File: src/rtl/adjmat_arbiter.sv
// Arbitrates the single AdjMat RAM port between the edge updater (writes) and
// the Bellman / cycle-detect readers, with lock bursts and updater starvation guard.
module adjmat_arbiter #(
  parameter int unsigned VERT_WIDTH    = 5,
  parameter int unsigned DATA_WIDTH    = 32,
  parameter int unsigned RD_LAT        = 1,
  parameter int unsigned MAX_UPD_BURST = 4
) (
  input  logic                  clk,
  input  logic                  reset,
  input  logic                  upd_req,
  input  logic [VERT_WIDTH-1:0] upd_row,
  input  logic [VERT_WIDTH-1:0] upd_col,
  input  logic [DATA_WIDTH-1:0] upd_data,
  output logic                  upd_gnt,
  input  logic                  bel_req,
  input  logic                  bel_lock,
  input  logic [VERT_WIDTH-1:0] bel_row,
  input  logic [VERT_WIDTH-1:0] bel_col,
  output logic                  bel_gnt,
  output logic                  bel_rvalid,
  output logic [DATA_WIDTH-1:0] bel_rdata,
  input  logic                  cyc_req,
  input  logic                  cyc_lock,
  input  logic [VERT_WIDTH-1:0] cyc_row,
  input  logic [VERT_WIDTH-1:0] cyc_col,
  output logic                  cyc_gnt,
  output logic                  cyc_rvalid,
  output logic [DATA_WIDTH-1:0] cyc_rdata,
  output logic [VERT_WIDTH-1:0] mem_row_addr,
  output logic [VERT_WIDTH-1:0] mem_col_addr,
  output logic [DATA_WIDTH-1:0] mem_data,
  output logic                  mem_we,
  input  logic [DATA_WIDTH-1:0] mem_q,
  output logic                  busy
);

  typedef enum logic [1:0] {OWN_IDLE, OWN_UPD, OWN_BEL, OWN_CYC} owner_e;
  typedef enum logic [1:0] {TAG_NONE, TAG_BEL, TAG_CYC} tag_e;

  localparam int unsigned SW = $clog2(MAX_UPD_BURST + 1);
  localparam logic [SW-1:0] STREAK_MAX = SW'(MAX_UPD_BURST);

  owner_e                owner_q, owner_d, rr_pick;
  logic                  rr_cyc_q, rr_cyc_d;
  logic [SW-1:0]         streak_q, streak_d;
  tag_e                  tag_q [RD_LAT];
  tag_e                  tag_d [RD_LAT];
  logic [VERT_WIDTH-1:0] row_q, row_d, col_q, col_d;
  logic [DATA_WIDTH-1:0] data_q, data_d;
  logic                  rd_any, in_flight;

  // owner_d is this cycle's winner; it becomes next cycle's owner.
  always_comb begin
    rd_any = bel_req | cyc_req;
    if (bel_req && cyc_req) rr_pick = rr_cyc_q ? OWN_BEL : OWN_CYC;
    else                    rr_pick = bel_req  ? OWN_BEL : OWN_CYC;

    owner_d = OWN_IDLE;
    if (owner_q == OWN_BEL && bel_lock && bel_req)       owner_d = OWN_BEL;
    else if (owner_q == OWN_CYC && cyc_lock && cyc_req)  owner_d = OWN_CYC;
    else if (streak_q == STREAK_MAX && rd_any)           owner_d = rr_pick;
    else if (upd_req)                                    owner_d = OWN_UPD;
    else if (rd_any)                                     owner_d = rr_pick;

    // Grants must be dead the instant reset asserts, not at the next edge.
    if (!reset) owner_d = OWN_IDLE;
  end

  always_comb begin
    streak_d = '0;
    rr_cyc_d = rr_cyc_q;
    row_d    = row_q;
    col_d    = col_q;
    data_d   = data_q;
    tag_d[0] = TAG_NONE;
    for (int unsigned i = 1; i < RD_LAT; i++) tag_d[i] = tag_q[i-1];

    unique case (owner_d)
      OWN_UPD: begin
        streak_d = (streak_q == STREAK_MAX) ? streak_q : streak_q + SW'(1);
        row_d    = upd_row;
        col_d    = upd_col;
        data_d   = upd_data;
      end
      OWN_BEL: begin
        rr_cyc_d = 1'b0;
        row_d    = bel_row;
        col_d    = bel_col;
        tag_d[0] = TAG_BEL;
      end
      OWN_CYC: begin
        rr_cyc_d = 1'b1;
        row_d    = cyc_row;
        col_d    = cyc_col;
        tag_d[0] = TAG_CYC;
      end
      default: ;
    endcase

    in_flight = 1'b0;
    for (int unsigned i = 0; i < RD_LAT; i++) in_flight |= (tag_q[i] != TAG_NONE);
  end

  always_ff @(posedge clk or negedge reset) begin
    if (!reset) begin
      owner_q  <= OWN_IDLE;
      rr_cyc_q <= 1'b1;
      streak_q <= '0;
      tag_q    <= '{default: TAG_NONE};
      row_q    <= '0;
      col_q    <= '0;
      data_q   <= '0;
    end else begin
      owner_q  <= owner_d;
      rr_cyc_q <= rr_cyc_d;
      streak_q <= streak_d;
      tag_q    <= tag_d;
      row_q    <= row_d;
      col_q    <= col_d;
      data_q   <= data_d;
    end
  end

  assign upd_gnt      = (owner_d == OWN_UPD);
  assign bel_gnt      = (owner_d == OWN_BEL);
  assign cyc_gnt      = (owner_d == OWN_CYC);
  assign mem_we       = upd_gnt;
  assign mem_row_addr = row_d;
  assign mem_col_addr = col_d;
  assign mem_data     = data_d;
  assign bel_rvalid   = (tag_q[RD_LAT-1] == TAG_BEL);
  assign cyc_rvalid   = (tag_q[RD_LAT-1] == TAG_CYC);
  assign bel_rdata    = mem_q;
  assign cyc_rdata    = mem_q;
  assign busy         = (owner_d != OWN_IDLE) | in_flight;

endmodule

File: config.mk
export PLATFORM = sky130hd
export DESIGN_NAME = adjmat_arbiter
export DESIGN_NICKNAME = d
export VERILOG_FILES = /design/src/rtl/adjmat_arbiter.sv
export SDC_FILE = /design/constraint.sdc
export NUM_CORES = 1
export LEC_CHECK = 0
export CAP_MARGIN = 5
export CORE_MARGIN = 2
export CORE_UTILIZATION = 25
export CTS_BUF_LIST = sky130_fd_sc_hd__clkbuf_4 sky130_fd_sc_hd__clkbuf_8
export DETAILED_ROUTE_END_ITERATION = 8
export GPL_ROUTABILITY_DRIVEN = 0
export MAX_ROUTING_LAYER = met4
export PLACE_DENSITY = 0.57
export SYNTH_ARGS = -nofsm -noshare
export SYNTH_HDL_FRONTEND = slang
export SYNTH_SLANG_ARGS = --single-unit
File: constraint.sdc
create_clock -name clk -period 7.8 [get_ports clk]
set_clock_uncertainty 0.2 [all_clocks]
set_input_delay 1.56 -clock clk [delete_from_list [all_inputs] [get_ports clk]]
set_output_delay 1.56 -clock clk [all_outputs]
set_load 0.02 [all_outputs]
==> impl_metrics.toml <==
[clock_network]
cts_buffer_depth = 2
post-cts-setup-buffers = 0
hold_buffers = 0
cts.sinks = 50
cts.reportedPaths.clkPinSlew_ns = 0.10
numCtsBuffers = 5
cts_resized = 0
cts_tree = "yes"
htree_levels = 2
clk_latency_ns = 0.30
root_buffer = "clkbuf_8"

[setup_path]
path_delay_family = "buffers and inverters"
reg2regPathDepth = 7
cpPeakStageDelay_ns = 0.74
start_kind = "primary input"
worstReg2RegStart = "streak_q[0]"
critical_path_class = "primary input to primary output"
path_cells = "clkdlybuf4s50_1, and4_4, a221o_1, nand3_2, inv_2, mux2_2, clkdlybuf4s50_1"
r2r-end = "data_q[31]"
r2r_slack_ns = 4.69
critPathBufInv = 3
cp_common_cell = "clkdlybuf4s50_1"
worstPathMaxFanout = 34
cp_slowest_cell = "inv_2"
end_kind = "primary output"
critPathRequiredTime_ns = 6.04
worst-endpoint-arrival_ns = 4.84

[min_path]
hold_path_end = "data_q[5]"
min_from = "data_q[5]"
hold_depth = 1
hp-class = "flip-flop to flip-flop"

[synthesis]
synth_top_flop_cell = "dfrtp_1"
yosysTopAreaCellShare = 0.411
yosys-top-cells-area = "dfrtp_1 41%, buf_4 16%, mux2_4 15%, a2111oi_2 5.0%, nor4_1 4.2%"
synthDistinctLibCells = 34
syn-cell-area_mm2 = 0.00298
syn_area_per_cell_um2 = 11.9
yosysSeqAreaShare = 0.420
synth_area_leader_cell = "dfrtp_1"
netlist_instances = 251
synth_seq_cells = 50
async_reset_ff_frac = 1.00
synth-edff-count = 0
synth_nets = 354
yosysWarnings = 0

[pwr]
power.share.clock = 0.216
power.switching_uw = 269
power_density_mw_per_mm2 = 222
power_uw = 864
max-vdd-ir-drop_mv = 0.118
power_frac_comb = 0.407
switching_share = 0.311
intPower_uw = 596
pwr-share-seq = 0.377
p_leak_nw = 1.60

[cells_and_area]
syn_to_final_growth_pct = 30.3
mostFrequentLayoutCells = "116 x clkdlybuf4s50_1, 49 x dfrtp_1, 29 x mux2_4"
drive_above_1_share = 0.207
fillers = 1172
fin_area_mm2 = 0.00389
final_common_cell = "clkdlybuf4s50_1"
antennaDiodeCount = 0
nets = 402
postLayoutCoreUtil = 0.337
final_cells = 443

[sta]
hold_viol = 0
fmax_mhz = 152
setup_violations = 0
min_period_ns = 6.60
fin_crit_sh = 0.846
rsz0062_at_grt = "no"
tns_ns = 0
tightest_slew_ns = 1.03
finalMaxSlewViolations = 0
relSlewSlack = 0.309

[route]
vias = 2032
avgRoutedWirePerCell_um = 16.3
first_pass_iters = 9
drcViolationCount = 16
first_iter_violations = 88
via_per_inst = 4.59
drtAntennaViolNets = 0
wirelength_um = 7220

[place]
io_buffers = 117
dp.cells = 435
dp_hpwl_um = 5160
placed_area_mm2 = 0.00377

[grt]
grt_antenna_before_repair = 0
grt_pass1_wl_um = 11500
grt_pass1_vias = 2173
grt_util_all_layers = 0.115
global_route.overflow_total = 0
grt_max_degree = 65

[floorplanning]
die_area_mm2 = 0.0128
core.rowCount = 39
core-area_mm2 = 0.0115
die_w_um = 113
start_util = 0.259
ioPinCount = 214
fp.dieH_um = 113

[outcome]
failed_checks = "DRC"
run_status = "finished, violations left"

[job]
max-cap-violations = 0
==> stage by stage <==
step           setup WS (ns)  hold slack, ns
2_1_floorplan           3.08           0.294
3_3_place_gp            1.28           0.278
3_5_place_dp            1.19           0.278
4_1_cts                 1.17           0.302
5_1_grt                0.995           0.310
6_report                1.20           0.301
==> state kept, by name (all words and copies together), names as in the netlist <==
signal    cells
row_q         5
data_q       32
streak_q      3
col_q         5
rr_cyc_q      1
owner_q       2
tag_q         2
==> power by group through the flow <==
stage / registers (mW) / clock network [mW] / logic (mW)
global placement: 0.331 / 0 / 0.353
finish: 0.326 / 0.187 / 0.352
detailed placement: 0.330 / 0 / 0.354
CTS: 0.326 / 0.192 / 0.357
floorplan: 0.326 / 0 / 0.244
global route: 0.332 / 0.207 / 0.376
==> worst max-delay path by stage <==
stage / start / to / slack (ns) / depth (start not counted)
after global placement: cyc_req / mem_data[31] / 1.28 / 7
final: cyc_req / mem_data[31] / 1.20 / 7
after global routing: cyc_req / mem_data[0] / 1.0 / 7
after CTS: cyc_req / mem_data[31] / 1.17 / 7
after floorplan: cyc_req / mem_col_addr[0] / 3.08 / 5
after detailed placement: cyc_req / mem_data[31] / 1.19 / 7
==> metal layers <==
metal / vias to the layer above / GRT usage / part of all wire
met5: - / - / 0
met4: 0 / 0.0366 / 0.014
met3: 21 / 0.0284 / 0.070
met2: 94 / 0.185 / 0.49
met1: 986 / 0.144 / 0.43
li1: 931 / - / -
==> area by class of cell <==
type	count	area, um^2	area share
clock inverters	3	43.8	0.0113
clock buffers	5	68.8	0.0177
inverters	14	52.6	0.0135
multi-input cells	108	1100	0.283
flip-flops and latches	50	1250	0.322
well taps	143	179	0.0460
repair buffers	120	1190	0.306
==> worst reg2reg max path, delay by kind of cell, from the launching register on <==
family / cells / cell delay, ns
AND/OR/NAND/NOR: 1 / 0.16
AO/OA/AOI/OAI: 2 / 0.69
multiplexers: 1 / 0.48
adder cells (fa/ha/maj): 1 / 0.26
flip-flops: 1 / 0.40
buffers and inverters: 2 / 0.80
==> Yosys cell counts, types with 2 or more instances <==
master,instances
mux2_2,3
o211a_1,2
buf_4,65
ha_1,2
nor2b_1,2
a221oi_1,10
mux2_4,29
buf_2,4
nor2_1,5
dfrtp_1,49
buf_6,4
nand2_1,6
a2111oi_2,10
inv_1,13
o211ai_2,2
nor3_1,3
nor4_1,20
clkbuf_1,6
==> kinds of logic after synthesis <==
group / synth area share
buffers and inverters: 0.211
DFF: 0.420
and+or+nand+nor: 0.0835
muxes: 0.157
AOI/OAI and AO/OA: 0.117
adders and majority gates: 0.00839
xor gates and xnor gates: 0.00294
(Power assumes the default switching activity.)
